--- config.mk ---
export PLATFORM = sky130hd
export DESIGN_NAME = demux32_1x2_pipe
export DESIGN_NICKNAME = d
export VERILOG_FILES = /design/src/rtl/demux32_1x2_pipe_pkg.sv /design/src/rtl/demux32_1x2_pipe_demux_slot.sv /design/src/rtl/demux32_1x2_pipe.sv
export SDC_FILE = /design/constraint.sdc
export NUM_CORES = 1
export LEC_CHECK = 0
export BUFFER_PORTS_ARGS = -buffer_cell sky130_fd_sc_hd__buf_2
export CAP_MARGIN = 25
export CORE_ASPECT_RATIO = 1.1
export CORE_MARGIN = 8
export CORE_UTILIZATION = 49
export DETAILED_ROUTE_END_ITERATION = 7
export GPL_ROUTABILITY_DRIVEN = 0
export PLACE_DENSITY_LB_ADDON = 0.1
export SYNTH_ARGS = -nofsm -noshare
export SYNTH_HDL_FRONTEND = slang
export SYNTH_HIERARCHICAL = 1
export SYNTH_SLANG_ARGS = --single-unit
--- constraint.sdc ---
create_clock -name clk -period 1.7 [get_ports clk]
set_input_delay 0.255 -clock clk [delete_from_list [all_inputs] [get_ports clk]]
set_output_delay 0.255 -clock clk [all_outputs]
set_load 0.01 [all_outputs]
--- src/rtl/demux32_1x2_pipe_pkg.sv ---
`default_nettype none
// ============================================================================
// Module   : demux32_1x2_pipe_pkg
// Brief    : Shared select encodings and slot state type for the 1x2 demux.
// Revision : 1.0 - initial release
// ============================================================================
package demux32_1x2_pipe_pkg;

    localparam logic SEL_A = 1'b0;
    localparam logic SEL_B = 1'b1;

    typedef enum logic {
        SLOT_EMPTY = 1'b0,
        SLOT_FULL  = 1'b1
    } slot_state_t;

endpackage
`default_nettype wire

--- src/rtl/demux32_1x2_pipe_demux_slot.sv ---
`default_nettype none
// ============================================================================
// Module   : demux32_1x2_pipe_demux_slot
// Brief    : One-entry output register slice with valid/ready and a
//            wrapping transfer counter.
// Revision : 1.0 - initial release
// ============================================================================
module demux32_1x2_pipe_demux_slot
    import demux32_1x2_pipe_pkg::*;
#(
    parameter int WIDTH = 32,
    parameter int CNT_W = 16
) (
    input  logic             clk,
    input  logic             rst,
    input  logic             i_load,
    input  logic [WIDTH-1:0] i_data,
    input  logic             i_ready,
    output logic             o_valid,
    output logic [WIDTH-1:0] o_data,
    output logic             o_can_accept,
    output logic [CNT_W-1:0] o_cnt
);

    slot_state_t      r_state;
    slot_state_t      w_state_next;
    logic [WIDTH-1:0] r_data;
    logic [CNT_W-1:0] r_cnt;
    logic             w_drain;

    assign w_drain      = (r_state == SLOT_FULL) && i_ready;
    assign o_valid      = (r_state == SLOT_FULL);
    assign o_data       = r_data;
    assign o_cnt        = r_cnt;
    // Room exists when empty or when the held word leaves this same cycle.
    assign o_can_accept = (r_state == SLOT_EMPTY) || i_ready;

    always_ff @(posedge clk) begin
        if (rst) begin
            r_state <= SLOT_EMPTY;
        end else begin
            r_state <= w_state_next;
        end
    end

    always_comb begin
        w_state_next = r_state;
        case (r_state)
            SLOT_EMPTY: begin
                if (i_load) begin
                    w_state_next = SLOT_FULL;
                end
            end
            SLOT_FULL: begin
                if (w_drain && !i_load) begin
                    w_state_next = SLOT_EMPTY;
                end
            end
            default: w_state_next = SLOT_EMPTY;
        endcase
    end

    always_ff @(posedge clk) begin
        if (rst) begin
            r_data <= '0;
        end else if (i_load) begin
            r_data <= i_data;
        end
    end

    always_ff @(posedge clk) begin
        if (rst) begin
            r_cnt <= '0;
        end else if (w_drain) begin
            r_cnt <= r_cnt + 1'b1;
        end
    end

endmodule
`default_nettype wire

--- src/rtl/demux32_1x2_pipe.sv ---
`default_nettype none
// ============================================================================
// Module   : demux32_1x2_pipe
// Brief    : Registered 1-to-2 demultiplexer steering each word to A or B.
// Revision : 1.0 - initial release
// ============================================================================
module demux32_1x2_pipe
    import demux32_1x2_pipe_pkg::*;
#(
    parameter int WIDTH = 32,
    parameter int CNT_W = 16
) (
    input  logic             clk,
    input  logic             rst,
    input  logic             in_valid,
    output logic             in_ready,
    input  logic [WIDTH-1:0] in_data,
    input  logic             in_sel,
    output logic             a_valid,
    input  logic             a_ready,
    output logic [WIDTH-1:0] a_data,
    output logic             b_valid,
    input  logic             b_ready,
    output logic [WIDTH-1:0] b_data,
    output logic [CNT_W-1:0] cnt_a,
    output logic [CNT_W-1:0] cnt_b
);

    logic w_sel_a;
    logic w_sel_b;
    logic w_accept;
    logic w_room_a;
    logic w_room_b;
    logic w_load_a;
    logic w_load_b;

    assign w_sel_a  = (in_sel == SEL_A);
    assign w_sel_b  = (in_sel == SEL_B);
    // Only the selected slot gates the source, so a stalled B never blocks A.
    assign in_ready = w_sel_b ? w_room_b : w_room_a;
    assign w_accept = in_valid && in_ready;
    assign w_load_a = w_accept && w_sel_a;
    assign w_load_b = w_accept && w_sel_b;

    demux32_1x2_pipe_demux_slot #(
        .WIDTH (WIDTH),
        .CNT_W (CNT_W)
    ) u_slot_a (
        .clk          (clk),
        .rst          (rst),
        .i_load       (w_load_a),
        .i_data       (in_data),
        .i_ready      (a_ready),
        .o_valid      (a_valid),
        .o_data       (a_data),
        .o_can_accept (w_room_a),
        .o_cnt        (cnt_a)
    );

    demux32_1x2_pipe_demux_slot #(
        .WIDTH (WIDTH),
        .CNT_W (CNT_W)
    ) u_slot_b (
        .clk          (clk),
        .rst          (rst),
        .i_load       (w_load_b),
        .i_data       (in_data),
        .i_ready      (b_ready),
        .o_valid      (b_valid),
        .o_data       (b_data),
        .o_can_accept (w_room_b),
        .o_cnt        (cnt_b)
    );

endmodule
`default_nettype wire

==> run_results.csv <==
group,metric,value,unit
status,status,"complete, no violations",
cts,cts_tree,"yes",
final_layout,layout-drive-gt1-share,0.323,
sta,hold_slack,0.156,ns
routing,first_iter_violations,100,
critical_path,critical_path_class,"flip-flop to output pin",
grt,grt_usage,0.163,
pwr,p_leak,2.17,nW
yosys,synth_warnings,6,
critical_path,crit_arrival,1.34,ns
pwr,switchingPower,1.05,mW
floorplan,ioPinCount,137,
pwr,internal-power,3.34,mW
routing,routed_wl,9.07,mm
place,hpwl,6.57,mm
yosys,syn_inst,381,
routing,viasPerCell,5.08,
critical_path,critPathSlowestCell,"dfxtp_1",
critical_path,timing.critical_path.buf_inv,1,
yosys,ys.flop_type,"dfxtp_1",
final_layout,nFillCells,667,
routing,drc,0,
cts,clkTransAtPathRegs,0.09,ns
grt,antenna_found_initial,0,
sta,fmax,626,MHz
pwr,pwr-share-comb,0.100,
sta,slew_headroom,0.767,
yosys,avgSynthCellArea,9.79,um^2
cts,clock_latency,0.35,ns
yosys,syn_nets,421,
critical_path,crit_cells,3,
floorplan,die_x,99.2,um
cts,cts_root_buf,"clkbuf_8",
sta,skew,0.0110,ns
final_layout,syn2layout_area_growth,28.7,%
sta,finalSetupTns,0,ns
floorplan,rows,33,
floorplan,fp.dieArea,10700,um^2
yosys,synth_cell_type_count,24,
final_layout,fin_util,0.646,
routing,drt_pass1_iterations,4,
critical_path,worstPathCellList,"nand2b_1 -> mux2_4 -> buf_2",
routing,vias,3101,
critical_path,r2r_end,"u_slot_b/o_cnt[15]$_SDFFE_PP0P_",
yosys,synth-seq-cells,98,
yosys,synth-edff-count,0,
flow_run,max-cap-violations,0,
pwr,pwr-share-seq,0.552,
sta,report.final.slew_viol_count,0,
routing,ant_nets,0,
pwr,swShare,0.239,
pwr,pwr-share-clk,0.348,
critical_path,setup.worst_path.start,"u_slot_b/o_valid$_SDFF_PP0_",
sta,min_period,1.60,ns
critical_path,critPathTopFamily,"flip-flops",
critical_path,crit_fanout,8,
yosys,synthArstFlopShare,0,
critical_path,startpoint_type,"flip-flop",
critical_path,cp-endpoint,"in_ready",
critical_path,cp.required,1.44,ns
cts,htreeDepth,3,
critical_path,r2r_cells,4,
grt,grt_max_degree,74,
final_layout,diodes,0,
sta,setup-violations-final,0,
pwr,ir_drop,0.825,mV
sta,rsz0062_at_grt,"no",
critical_path,cp-end-kind,"output pin",
floorplan,fp.dieH,107,um
place,io_buffers,136,
grt,grt_pass1_vias,3018,
hold_path,hp-class,"input port to flip-flop",
floorplan,core_area,7430,um^2
cts,cts.hold.buffers_added,0,
cts,cts_buffers,9,
critical_path,critPathMaxStageDelay,0.46,ns
sta,hold_violations,0,
floorplan,initial_core_util,0.502,
grt,gr-total-overflow,0,
cts,cts_buffer_depth,2,
critical_path,r2r_start,"u_slot_b/o_cnt[8]$_SDFFE_PP0P_",
sta,worstMarginPinSlew,0.346,ns
sta,finalCritPeriodShare,0.940,
cts,cts_sinks,98,
grt,grt_pass1_wl,14.3,mm
yosys,ys_seq_area_frac,0.526,
routing,wl_per_cell,14.8,um
final_layout,finalNetCount,559,
pwr,p_per_area,913,nW/um^2
critical_path,r2r_slack,0.15,ns
yosys,syn-cell-area,3730,um^2
==> layer usage <==
layer  track usage  vias to the layer above  part of all wire
met5             0                        -                 0
met4        0.0455                        0            0.0063
met3        0.0744                        4             0.085
met2         0.271                       89              0.48
met1         0.186                     1447              0.43
li1              -                     1561                 -
==> cells in the mapped netlist, drive strengths merged (2+ instances only) <==
cell / n / share of area
nor2: 88 / 0.089
clkbuf: 10 / 0.010
ha: 2 / 0.0067
mux2i: 64 / 0.17
nand3: 8 / 0.011
nand2b: 2 / 0.0034
o21ai: 6 / 0.0081
inv: 8 / 0.0081
buf: 10 / 0.013
nand2: 12 / 0.012
or3: 8 / 0.013
nor4: 10 / 0.017
xnor2: 16 / 0.038
nor3: 6 / 0.0081
xor2: 8 / 0.019
nand4: 10 / 0.020
and4: 2 / 0.0047
dfxtp: 98 / 0.53
a21oi: 10 / 0.013
==> flip-flops by register name, indices dropped and copies added (netlist names) <==
name              count
u_slot_b/o_valid      1
u_slot_a/o_data      32
u_slot_a/o_cnt       16
u_slot_b/o_cnt       16
u_slot_a/o_valid      1
u_slot_b/o_data      32
==> power by group through the flow <==
| stage | clock network, mW | logic, mW | registers (mW) |
|---|---|---|---|
| CTS | 1.57 | 0.446 | 2.42 |
| detailed placement | 0 | 0.444 | 2.47 |
| finish | 1.52 | 0.438 | 2.42 |
| global placement | 0 | 0.438 | 2.47 |
| global route | 1.66 | 0.478 | 2.43 |
| floorplan | 0 | 0.200 | 2.51 |
==> cells in the final DEF, fill, tap and decap left out, drive strengths merged, types with 2 or more instances in the layout <==
master    count
buf         147
xnor2        16
inv           8
o21ai         6
clkbuf       12
nor4         10
nand3         8
nand2b        2
xor2          8
clkinvlp      2
nand4        10
dfxtp        98
nand2        12
mux2i        64
nor2         88
ha            2
nor3          6
or3           8
a21oi        10
and4          2
==> logic make-up (layout without fill, tap and decap cells) <==
logic type / count (synthesis) / after routing / share of synthesized area
buffers and inverters: 28 / 171 / 0.0309
AO/OA/AOI/OAI: 16 / 16 / 0.0215
AND/OR/NAND/NOR: 148 / 148 / 0.183
flip-flops: 98 / 98 / 0.526
multiplexers: 65 / 65 / 0.176
XOR/XNOR: 24 / 24 / 0.0564
adder cells (fa/ha/maj): 2 / 2 / 0.00671
==> worst min path at each step <==
stage / start / slack [ns] / cells past startpoint / end
2_1_floorplan: in_data[10] / 0.40 / 2 / u_slot_a/o_data[10]$_SDFFE_PP0P_
3_3_place_gp: u_slot_a/o_cnt[15]$_SDFFE_PP0P_ / 0.46 / 2 / u_slot_a/o_cnt[15]$_SDFFE_PP0P_
3_5_place_dp: u_slot_b/o_data[19]$_SDFFE_PP0P_ / 0.48 / 2 / u_slot_b/o_data[19]$_SDFFE_PP0P_
4_1_cts: in_data[11] / 0.14 / 3 / u_slot_b/o_data[11]$_SDFFE_PP0P_
5_1_grt: in_data[14] / 0.14 / 3 / u_slot_b/o_data[14]$_SDFFE_PP0P_
6_report: in_data[23] / 0.16 / 3 / u_slot_a/o_data[23]$_SDFFE_PP0P_
==> metrics by stage <==
stage               area (um^2)  total power [mW]  worst slack [ns]  instances
global route               4800              4.57            0.0172        611
detailed placement         4580              2.92             0.153        595
CTS                        4780              4.44            0.0538        611
floorplan                  3730              2.71             0.148        381
finish                     4800              4.38             0.102        611
global placement           4580              2.91             0.200        595
==> tightest hold or removal path: stages <==
cell and delay, ns:
buf_2 0.09, mux2i_1 0.06, nor2_1 0.07
==> area by class of cell <==
cell class / count / area (um^2) / area share
Inverter: 8 / 30.0 / 0.00626
Multi-Input combinational cell: 255 / 1670 / 0.347
Timing Repair Buffer: 147 / 826 / 0.172
Sequential cell: 98 / 1960 / 0.409
Clock inverter: 4 / 50.0 / 0.0104
Clock buffer: 12 / 155 / 0.0323
Tap cell: 87 / 109 / 0.0227
==> repair_timing <==
item                                    in CTS  in global routing
setup buffers                                0                  0
gates resized for setup                      0                  3
hold endpoints to repair                     0                  0
endpoints found under the setup margin       0                  3
No activity file was read; power rests on OpenSTA's default activity.
